**src/rtl/key_hex_pio.sv**
```systemverilog
// Avalon-MM KEY/HEX peripheral: debounced push-buttons with sticky press flags and maskable irq,
// plus NUM_HEX seven-segment digits in raw or hex-decode mode. Reads are 1-cycle latency; no stalls.
module key_hex_pio #(
  parameter int NUM_KEYS        = 4,
  parameter int NUM_HEX         = 6,
  parameter int DEBOUNCE_CYCLES = 50000
) (
  input  logic                   clk,
  input  logic                   reset,
  input  logic [3:0]             address,
  input  logic                   read,
  input  logic                   write,
  input  logic [31:0]            writedata,
  output logic [31:0]            readdata,
  output logic                   irq,
  input  logic [NUM_KEYS-1:0]    key_n,
  output logic [7*NUM_HEX-1:0]   hex_n
);

  localparam int CW = $clog2(DEBOUNCE_CYCLES);
  localparam logic [CW-1:0] CMAX = CW'(DEBOUNCE_CYCLES - 1);

  logic [NUM_KEYS-1:0] sync1, sync2, key_sync, key_state, key_edge, irq_mask, rise, edge_clr;
  logic [CW-1:0]       cnt [NUM_KEYS];
  logic [NUM_HEX-1:0]  hex_mode, hex_mode_nxt;
  logic [6:0]          hex_data [NUM_HEX];
  logic [6:0]          hex_data_nxt [NUM_HEX];
  logic [7*NUM_HEX-1:0] hex_n_nxt;
  logic [31:0]         rd_mux;
  logic                unused_wdata;

  assign unused_wdata = ^writedata;

  function automatic logic [6:0] seg7(input logic [3:0] v);
    case (v)
      4'h0: seg7 = 7'h40;
      4'h1: seg7 = 7'h79;
      4'h2: seg7 = 7'h24;
      4'h3: seg7 = 7'h30;
      4'h4: seg7 = 7'h19;
      4'h5: seg7 = 7'h12;
      4'h6: seg7 = 7'h02;
      4'h7: seg7 = 7'h78;
      4'h8: seg7 = 7'h00;
      4'h9: seg7 = 7'h10;
      4'hA: seg7 = 7'h08;
      4'hB: seg7 = 7'h03;
      4'hC: seg7 = 7'h46;
      4'hD: seg7 = 7'h21;
      4'hE: seg7 = 7'h06;
      default: seg7 = 7'h0E;
    endcase
  endfunction

  // Synchroniser resets to "released" so no phantom press appears after reset.
  always_ff @(posedge clk) begin
    if (reset) begin
      sync1 <= '1;
      sync2 <= '1;
    end else begin
      sync1 <= key_n;
      sync2 <= sync1;
    end
  end

  assign key_sync = ~sync2;

  always_ff @(posedge clk) begin
    if (reset) begin
      key_state <= '0;
      for (int k = 0; k < NUM_KEYS; k++) cnt[k] <= '0;
    end else begin
      for (int k = 0; k < NUM_KEYS; k++) begin
        if (key_sync[k] == key_state[k]) begin
          cnt[k] <= '0;
        end else if (cnt[k] == CMAX) begin
          key_state[k] <= key_sync[k];
          cnt[k]       <= '0;
        end else begin
          cnt[k] <= cnt[k] + 1'b1;
        end
      end
    end
  end

  // Press edge fires on the same clock the debounced state rises.
  always_comb begin
    rise = '0;
    for (int k = 0; k < NUM_KEYS; k++)
      rise[k] = ~key_state[k] & key_sync[k] & (cnt[k] == CMAX);
  end

  assign edge_clr = (write && address == 4'd1) ? writedata[NUM_KEYS-1:0] : '0;

  always_comb begin
    hex_mode_nxt = hex_mode;
    for (int i = 0; i < NUM_HEX; i++) hex_data_nxt[i] = hex_data[i];
    if (write) begin
      if (address == 4'd3) hex_mode_nxt = writedata[NUM_HEX-1:0];
      for (int i = 0; i < NUM_HEX; i++)
        if (address == 4'(4 + i)) hex_data_nxt[i] = writedata[6:0];
    end
  end

  // Segments follow the post-write register values so the display changes one cycle after the write.
  always_comb begin
    hex_n_nxt = '0;
    for (int i = 0; i < NUM_HEX; i++)
      hex_n_nxt[7*i +: 7] = hex_mode_nxt[i] ? seg7(hex_data_nxt[i][3:0]) : hex_data_nxt[i];
  end

  always_comb begin
    rd_mux = '0;
    case (address)
      4'd0: rd_mux[NUM_KEYS-1:0] = key_state;
      4'd1: rd_mux[NUM_KEYS-1:0] = key_edge;
      4'd2: rd_mux[NUM_KEYS-1:0] = irq_mask;
      4'd3: rd_mux[NUM_HEX-1:0]  = hex_mode;
      default: begin
        for (int i = 0; i < NUM_HEX; i++)
          if (address == 4'(4 + i)) rd_mux[6:0] = hex_data[i];
      end
    endcase
  end

  always_ff @(posedge clk) begin
    if (reset) begin
      key_edge <= '0;
      irq_mask <= '0;
      hex_mode <= '1;
      for (int i = 0; i < NUM_HEX; i++) hex_data[i] <= '0;
      hex_n    <= {NUM_HEX{7'h40}};
      readdata <= '0;
    end else begin
      key_edge <= (key_edge & ~edge_clr) | rise;
      if (write && address == 4'd2) irq_mask <= writedata[NUM_KEYS-1:0];
      hex_mode <= hex_mode_nxt;
      for (int i = 0; i < NUM_HEX; i++) hex_data[i] <= hex_data_nxt[i];
      hex_n    <= hex_n_nxt;
      if (read) readdata <= rd_mux;
    end
  end

  assign irq = |(key_edge & irq_mask);

endmodule

```
**config.mk**
```make
export PLATFORM = sky130hd
export DESIGN_NAME = key_hex_pio
export DESIGN_NICKNAME = d
export VERILOG_FILES = /design/src/rtl/key_hex_pio.sv
export SDC_FILE = /design/constraint.sdc
export NUM_CORES = 1
export LEC_CHECK = 0
export CAP_MARGIN = 5
export CORE_UTILIZATION = 52
export DETAILED_ROUTE_END_ITERATION = 16
export PLACE_DENSITY_LB_ADDON = 0.25
export SYNTH_ARGS = -nofsm -noshare
export SYNTH_HDL_FRONTEND = slang
export SYNTH_SLANG_ARGS = --single-unit
export TNS_END_PERCENT = 50
```
**constraint.sdc**
```tcl
create_clock -name clk -period 3.1 [get_ports clk]
set_clock_uncertainty 0.15 [all_clocks]
set_input_delay 0.775 -clock clk [delete_from_list [all_inputs] [get_ports clk]]
set_output_delay 0.775 -clock clk [all_outputs]
set_load 0.02 [all_outputs]
```
* Word level (Yosys, flattened, before mapping) *
Memories as Yosys holds them, arrays and structs flattened.
Index checks and enable logic that the tools add are counted.

word-level totals
  bits in writable memories = 106
  bits in read-only memories = 672
  memories = 8
  logic and storage cells = 179
  bits in registers = 75
  input port bits = 44
  output and inout port bits = 75

cells by class
  add/subtract/negate cells = 4
  multiplexer cells = 90
  bitwise gates (word level) = 39
  reduce and logical (&&, ||, !) cells = 10
  equal/unequal tests = 17

memory list
  name              depth  bits a word  rd ports  clocked after Yosys merged registers in  write ports  RTL line  RTL
  (name not given)  16     7            1         0                                        0            35        case (v)
  (name not given)  16     7            1         0                                        0            35
  (name not given)  16     7            1         0                                        0            35
  (name not given)  16     7            1         0                                        0            35
  (name not given)  16     7            1         0                                        0            35
  (name not given)  16     7            1         0                                        0            35
  2 more memories   n/a    n/a          n/a       n/a                                      n/a          n/a

operator list
  operator               number
  $mux 16                12
  $mux 7                 24
  $add 16x1->16 const B  4
  $eq 16x16->1 const B   4
  $mux 1                 48
  $mux 42                1
  $or 1x1->1             18
  $eq 4x3->1 const B     4
  $pmux 4 s4             1
  $mux 6                 2
  $and 1x1->1            8
  $and 4x4->4            2
  $eq 4x2->1 const B     2
  $eq 4x4->1 const B     2
  $not 1->1              8
  $not 4->4              2
  $reduce_and 2->1       4
  $reduce_or 4->1        2
  $eq 1x1->1             4
  $eq 4x1->1 const B     1
  $logic_not 4->1        1
  $mux 4                 1
  $or 4x4->4             1
  $pmux 2 s2             1
  2 further kinds        3

* Longest topological paths before layout *
  word-level depth = 8
  depth in mapped cells = 12
  depth with buffers taken out = 10

* Worst setup path after synthesis *
Ideal clock, no wire load.

  kind = input to register
  start point = input port address[3]
  end point = register hex_n[20]
  required time = 2828 ps
  path buffers = 2
  stages on the path = 9
  data arrival time = 2962 ps
  slack = -134 ps
  library setup time = 122 ps
  cells stage by stage = buf_2 -> nor3b_4 -> nand3_2 -> buf_2 -> mux2i_1 -> inv_1 -> ha_1 -> mux2_4 -> a311o_1

RTL lines
  what                    RTL line  RTL
  start: declaration      10        input logic [3:0] address,
  end signal: assignment  132       hex_n <= {NUM_HEX{7'h40}};
  end signal: assignment  139       hex_n <= hex_n_nxt;
  end: declaration        17        output logic [7*NUM_HEX-1:0] hex_n

* Final worst setup path *
  start point = input port write
  end point = register hex_n[35]

on the way
  cells in the longest elaborated chain, start to end = 3
  elaborated cells on any way between the ends = 4
  those cells by class = mux (3); memory (1)

ends and longest elaborated chain
  what                RTL line  RTL
  start: declaration  12        input logic write,
  $mux 42             98        if (write) begin
  $mem_v2 16x7        n/a
  $mux 7 (*)          109       hex_n_nxt[7*i +: 7] = hex_mode_nxt[i] ? seg7(hex_data_nxt[i][3:0]) : hex_data_nxt[i];

Mark *: on every way between the ends. The rest lies on a longest branch, timed or not.
A chain may end at the register's enable or synchronous reset.

==> results.toml <==
[global_route]
grt_use_total_pct = 26.6
grt_overflow = 0
grt_pass1_vias = 8719
grt_pass1_wl_um = 44600
antenna_found_initial = 0
grt_max_degree = 42

[routing]
wl_per_cell_um = 16.4
drtPass1Iterations = 6
drt_wl_total_um = 27600
via_per_inst = 5.45
drtAntennaViolNets = 0
drt_iter0_drc = 738
drc_errors = 0
vias = 9180

[final_layout]
diodes = 0
fill_cells = 1700
layout.nets = 1494
fin_area_um2 = 13500
syn2layout_area_growth_pct = 26.9
drive_gt1_share_pct = 18.2
final_util_pct = 67.1

[setup_path]
rr_worst_depth = 7
slowest_stage = "clkdlybuf4s50_1"
cp-start-kind = "primary input"
critPathLaunch = "write"
arrival_ns = 3.15
crit_fanout = 6
rrSetupSlack_ns = 0.61
crit_end = "hex_n[35]"
max_stage_delay_ns = 0.45
path_class = "primary input to register"
r2r_start = "cnt[0][0]"
path_cells = "clkdlybuf4s50_1 -> buf_4 -> and3b_1 -> nand2_1 -> mux2i_2 -> ha_1 -> mux2i_1 -> a211oi_1 -> o221ai_1 -> a21oi_1"
required_ns = 3.31
reg2reg_to = "cnt[0][10]"
endpoint_kind = "register"

[timing]
final_hold_viol_count = 0
tns_ns = 0
setup_violations = 0
period_share_pct = 94.7
finalWorstPathRequiredPeriod_ns = 2.93
tightest_slew_ns = 0.592
report.final.slew_viol_count = 0
relSlewSlack_pct = 60.3
fmax_mhz = 341
rsz0062_at_grt = "no"
worst_slack_ns = 0.165

[clocking]
cts_made_buffers = 17
clockRootBuffer = "clkbuf_16"
ctsHoldBuffers = 0
clk_pin_slew_ns = 0.07
cts.sinks = 181
cts_tree = "yes"
cts_max_level = 4
clock_latency_ns = 0.44
clockBufferDepth = 2

[power]
p_switching_mw = 1.37
finalPower_mw = 5.61
intPower_mw = 4.23
ir_drop_mv = 0.380
p_sw_share_pct = 24.5
power.density_nw_per_um2 = 414
p_leak_nw = 5.68
clockPowerShare_pct = 43.0
comb_power_share_pct = 10.9
p_seq_share_pct = 46.1

[placed_design]
port_buffers = 68
place_area_um2 = 12800
preCtsSetupSlack_ns = -0.406
dp_hpwl_um = 20400
place.gp.congestion = 0.940

[yosys]
syn_area_um2 = 10700
synth_edf_count = 64
ys_ff_latch = 181
synth_warnings = 0
postSynthAreaPerCell_um2 = 9.29
ys.flop_type = "dfxtp_1"
ys_seq_area_share_pct = 40.0
synthCells = 1148
synth.distinct_cells = 83
async_flop_share_pct = 0

[floorplanning]
num_rows = 52
core-area_um2 = 20200
dieWidth_um = 145
floorplan.initialDensity_pct = 52.9
fp.dieH_um = 145
ioPinCount = 119
die_area_um2 = 21100

[hold_path]
min_path_cells = 1
holdCritPathClass = "register to register"

[outcome]
outcome = "finished, final reports clean"

[run]
drv_cap = 0
## through the flow
| step | hold WS [ns] | cells |
|---|---|---|
| detailed placement | 0.243 | 1651 |
| floorplan | 0.239 | 1235 |
| finish | 0.259 | 1683 |
| global route | 0.272 | 1683 |
| CTS | 0.260 | 1683 |
| global placement | 0.241 | 1651 |
## critical path, delay by kind of cell
family | cells | cell delay (ns)
compound gates | 3 | 0.61
buf+inv | 2 | 0.60
simple gates | 2 | 0.47
mux | 2 | 0.40
fa+ha+maj | 1 | 0.29
## cell usage after synthesis (6+ instances only)
cell type / number / share of area, %
a21oi_1: 48 / 2.3
a221oi_1: 7 / 0.57
inv_1: 45 / 1.6
and2_1: 11 / 0.65
o211ai_1: 9 / 0.63
or3_1: 8 / 0.47
a22oi_1: 8 / 0.56
nor2_1: 158 / 5.6
buf_2: 15 / 0.70
mux4_2: 11 / 2.3
a311oi_1: 11 / 0.90
nand2b_1: 18 / 1.1
nor4_1: 6 / 0.35
edfxtp_1: 64 / 18
nor3_1: 26 / 1.2
nand3_1: 36 / 1.7
clkbuf_1: 35 / 1.2
o21ai_0: 44 / 2.1
xor2_1: 30 / 2.5
mux2_2: 10 / 1.1
ha_1: 50 / 5.9
o221ai_1: 9 / 0.74
nand3b_1: 7 / 0.49
nand2_1: 67 / 2.4
buf_1: 6 / 0.21
or2_2: 13 / 0.76
a211oi_1: 9 / 0.63
buf_4: 30 / 2.1
mux2i_1: 65 / 6.1
xnor2_1: 27 / 2.2
o21a_1: 9 / 0.63
dfxtp_1: 117 / 22
nand4_1: 14 / 0.82
a31oi_1: 7 / 0.41
nor2b_1: 11 / 0.65
and3_1: 17 / 1.0
## placed cells by master, fill, tap and decap left out, types with 8 or more instances in the layout
cell type	synthesis	final
a211oi_1	9	9
a21oi_1	48	48
a22oi_1	8	8
a311oi_1	11	10
and2_1	11	11
and3_1	17	17
buf_4	30	165
clkbuf_16	0	17
clkdlybuf4s50_1	0	63
conb_1	2	89
dfxtp_1	117	117
edfxtp_1	64	64
ha_1	50	50
inv_1	45	45
mux2_2	10	10
mux2i_1	65	60
mux4_2	11	11
nand2_1	67	67
nand2b_1	18	18
nand3_1	36	36
nand4_1	14	14
nor2_1	158	158
nor2b_1	11	11
nor3_1	26	26
o211ai_1	9	9
o21a_1	9	9
o21ai_0	44	44
o221ai_1	9	9
or2_2	13	13
or3_1	8	8
xnor2_1	27	27
xor2_1	30	30
## sequential cells by signal (all words and copies together), names as in the netlist
signal,flops
cnt,64
hex_data,42
hex_n,42
readdata,7
hex_mode,6
irq_mask,4
key_edge,4
key_state,4
sync1,4
sync2,4
## cell type report
cell class	instances	area (µm²)	area share, %
clock buffers	18	429	3.17
clock inverters	14	221	1.64
inverters	46	173	1.28
multi-input cells	919	6120	45.3
flip-flops and latches	181	4260	31.5
well taps	270	338	2.50
repair buffers	235	1980	14.6
## metal layers
metal | up-vias | routed length [µm] | global-route usage (%)
met2 | 299 | 12700 | 42.3
met4 | 0 | 686 | 9.42
met5 | - | 0 | 0
met3 | 54 | 1560 | 4.03
li1 | 4499 | - | -
met1 | 4328 | 12700 | 36.8
## repair_timing
action,in CTS,in global routing
endpoints found under the setup margin,0,12
gates resized for setup,0,10
setup buffers,0,0
## power groups by stage
stage / Clock [mW] / Sequential [mW] / Combinational, mW
after floorplan: 0 / 2.64 / 0.353
after global placement: 0 / 2.63 / 0.590
after detailed placement: 0 / 2.64 / 0.595
after CTS: 2.45 / 2.58 / 0.600
after global routing: 2.55 / 2.59 / 0.657
final: 2.41 / 2.58 / 0.611
## how the worst min path moves through the flow
stage	from	end	slack, ns
final	sync1[1]	sync2[1]	0.26
after global placement	sync1[1]	sync2[1]	0.24
after floorplan	sync1[0]	sync2[0]	0.24
after detailed placement	sync1[1]	sync2[1]	0.24
after global routing	sync1[1]	sync2[1]	0.27
after CTS	sync1[1]	sync2[1]	0.26
## kinds of logic after synthesis
logic type | Yosys count | synth area share [%]
adders and majority gates | 50 | 5.87
and+or+nand+nor | 426 | 20.0
DFF | 181 | 40.0
xor gates and xnor gates | 57 | 4.68
other | 2 | 0.0704
AOI/OAI and AO/OA | 209 | 13.5
muxes | 88 | 9.76
buffers and inverters | 135 | 6.14
(Power assumes the default switching activity.)
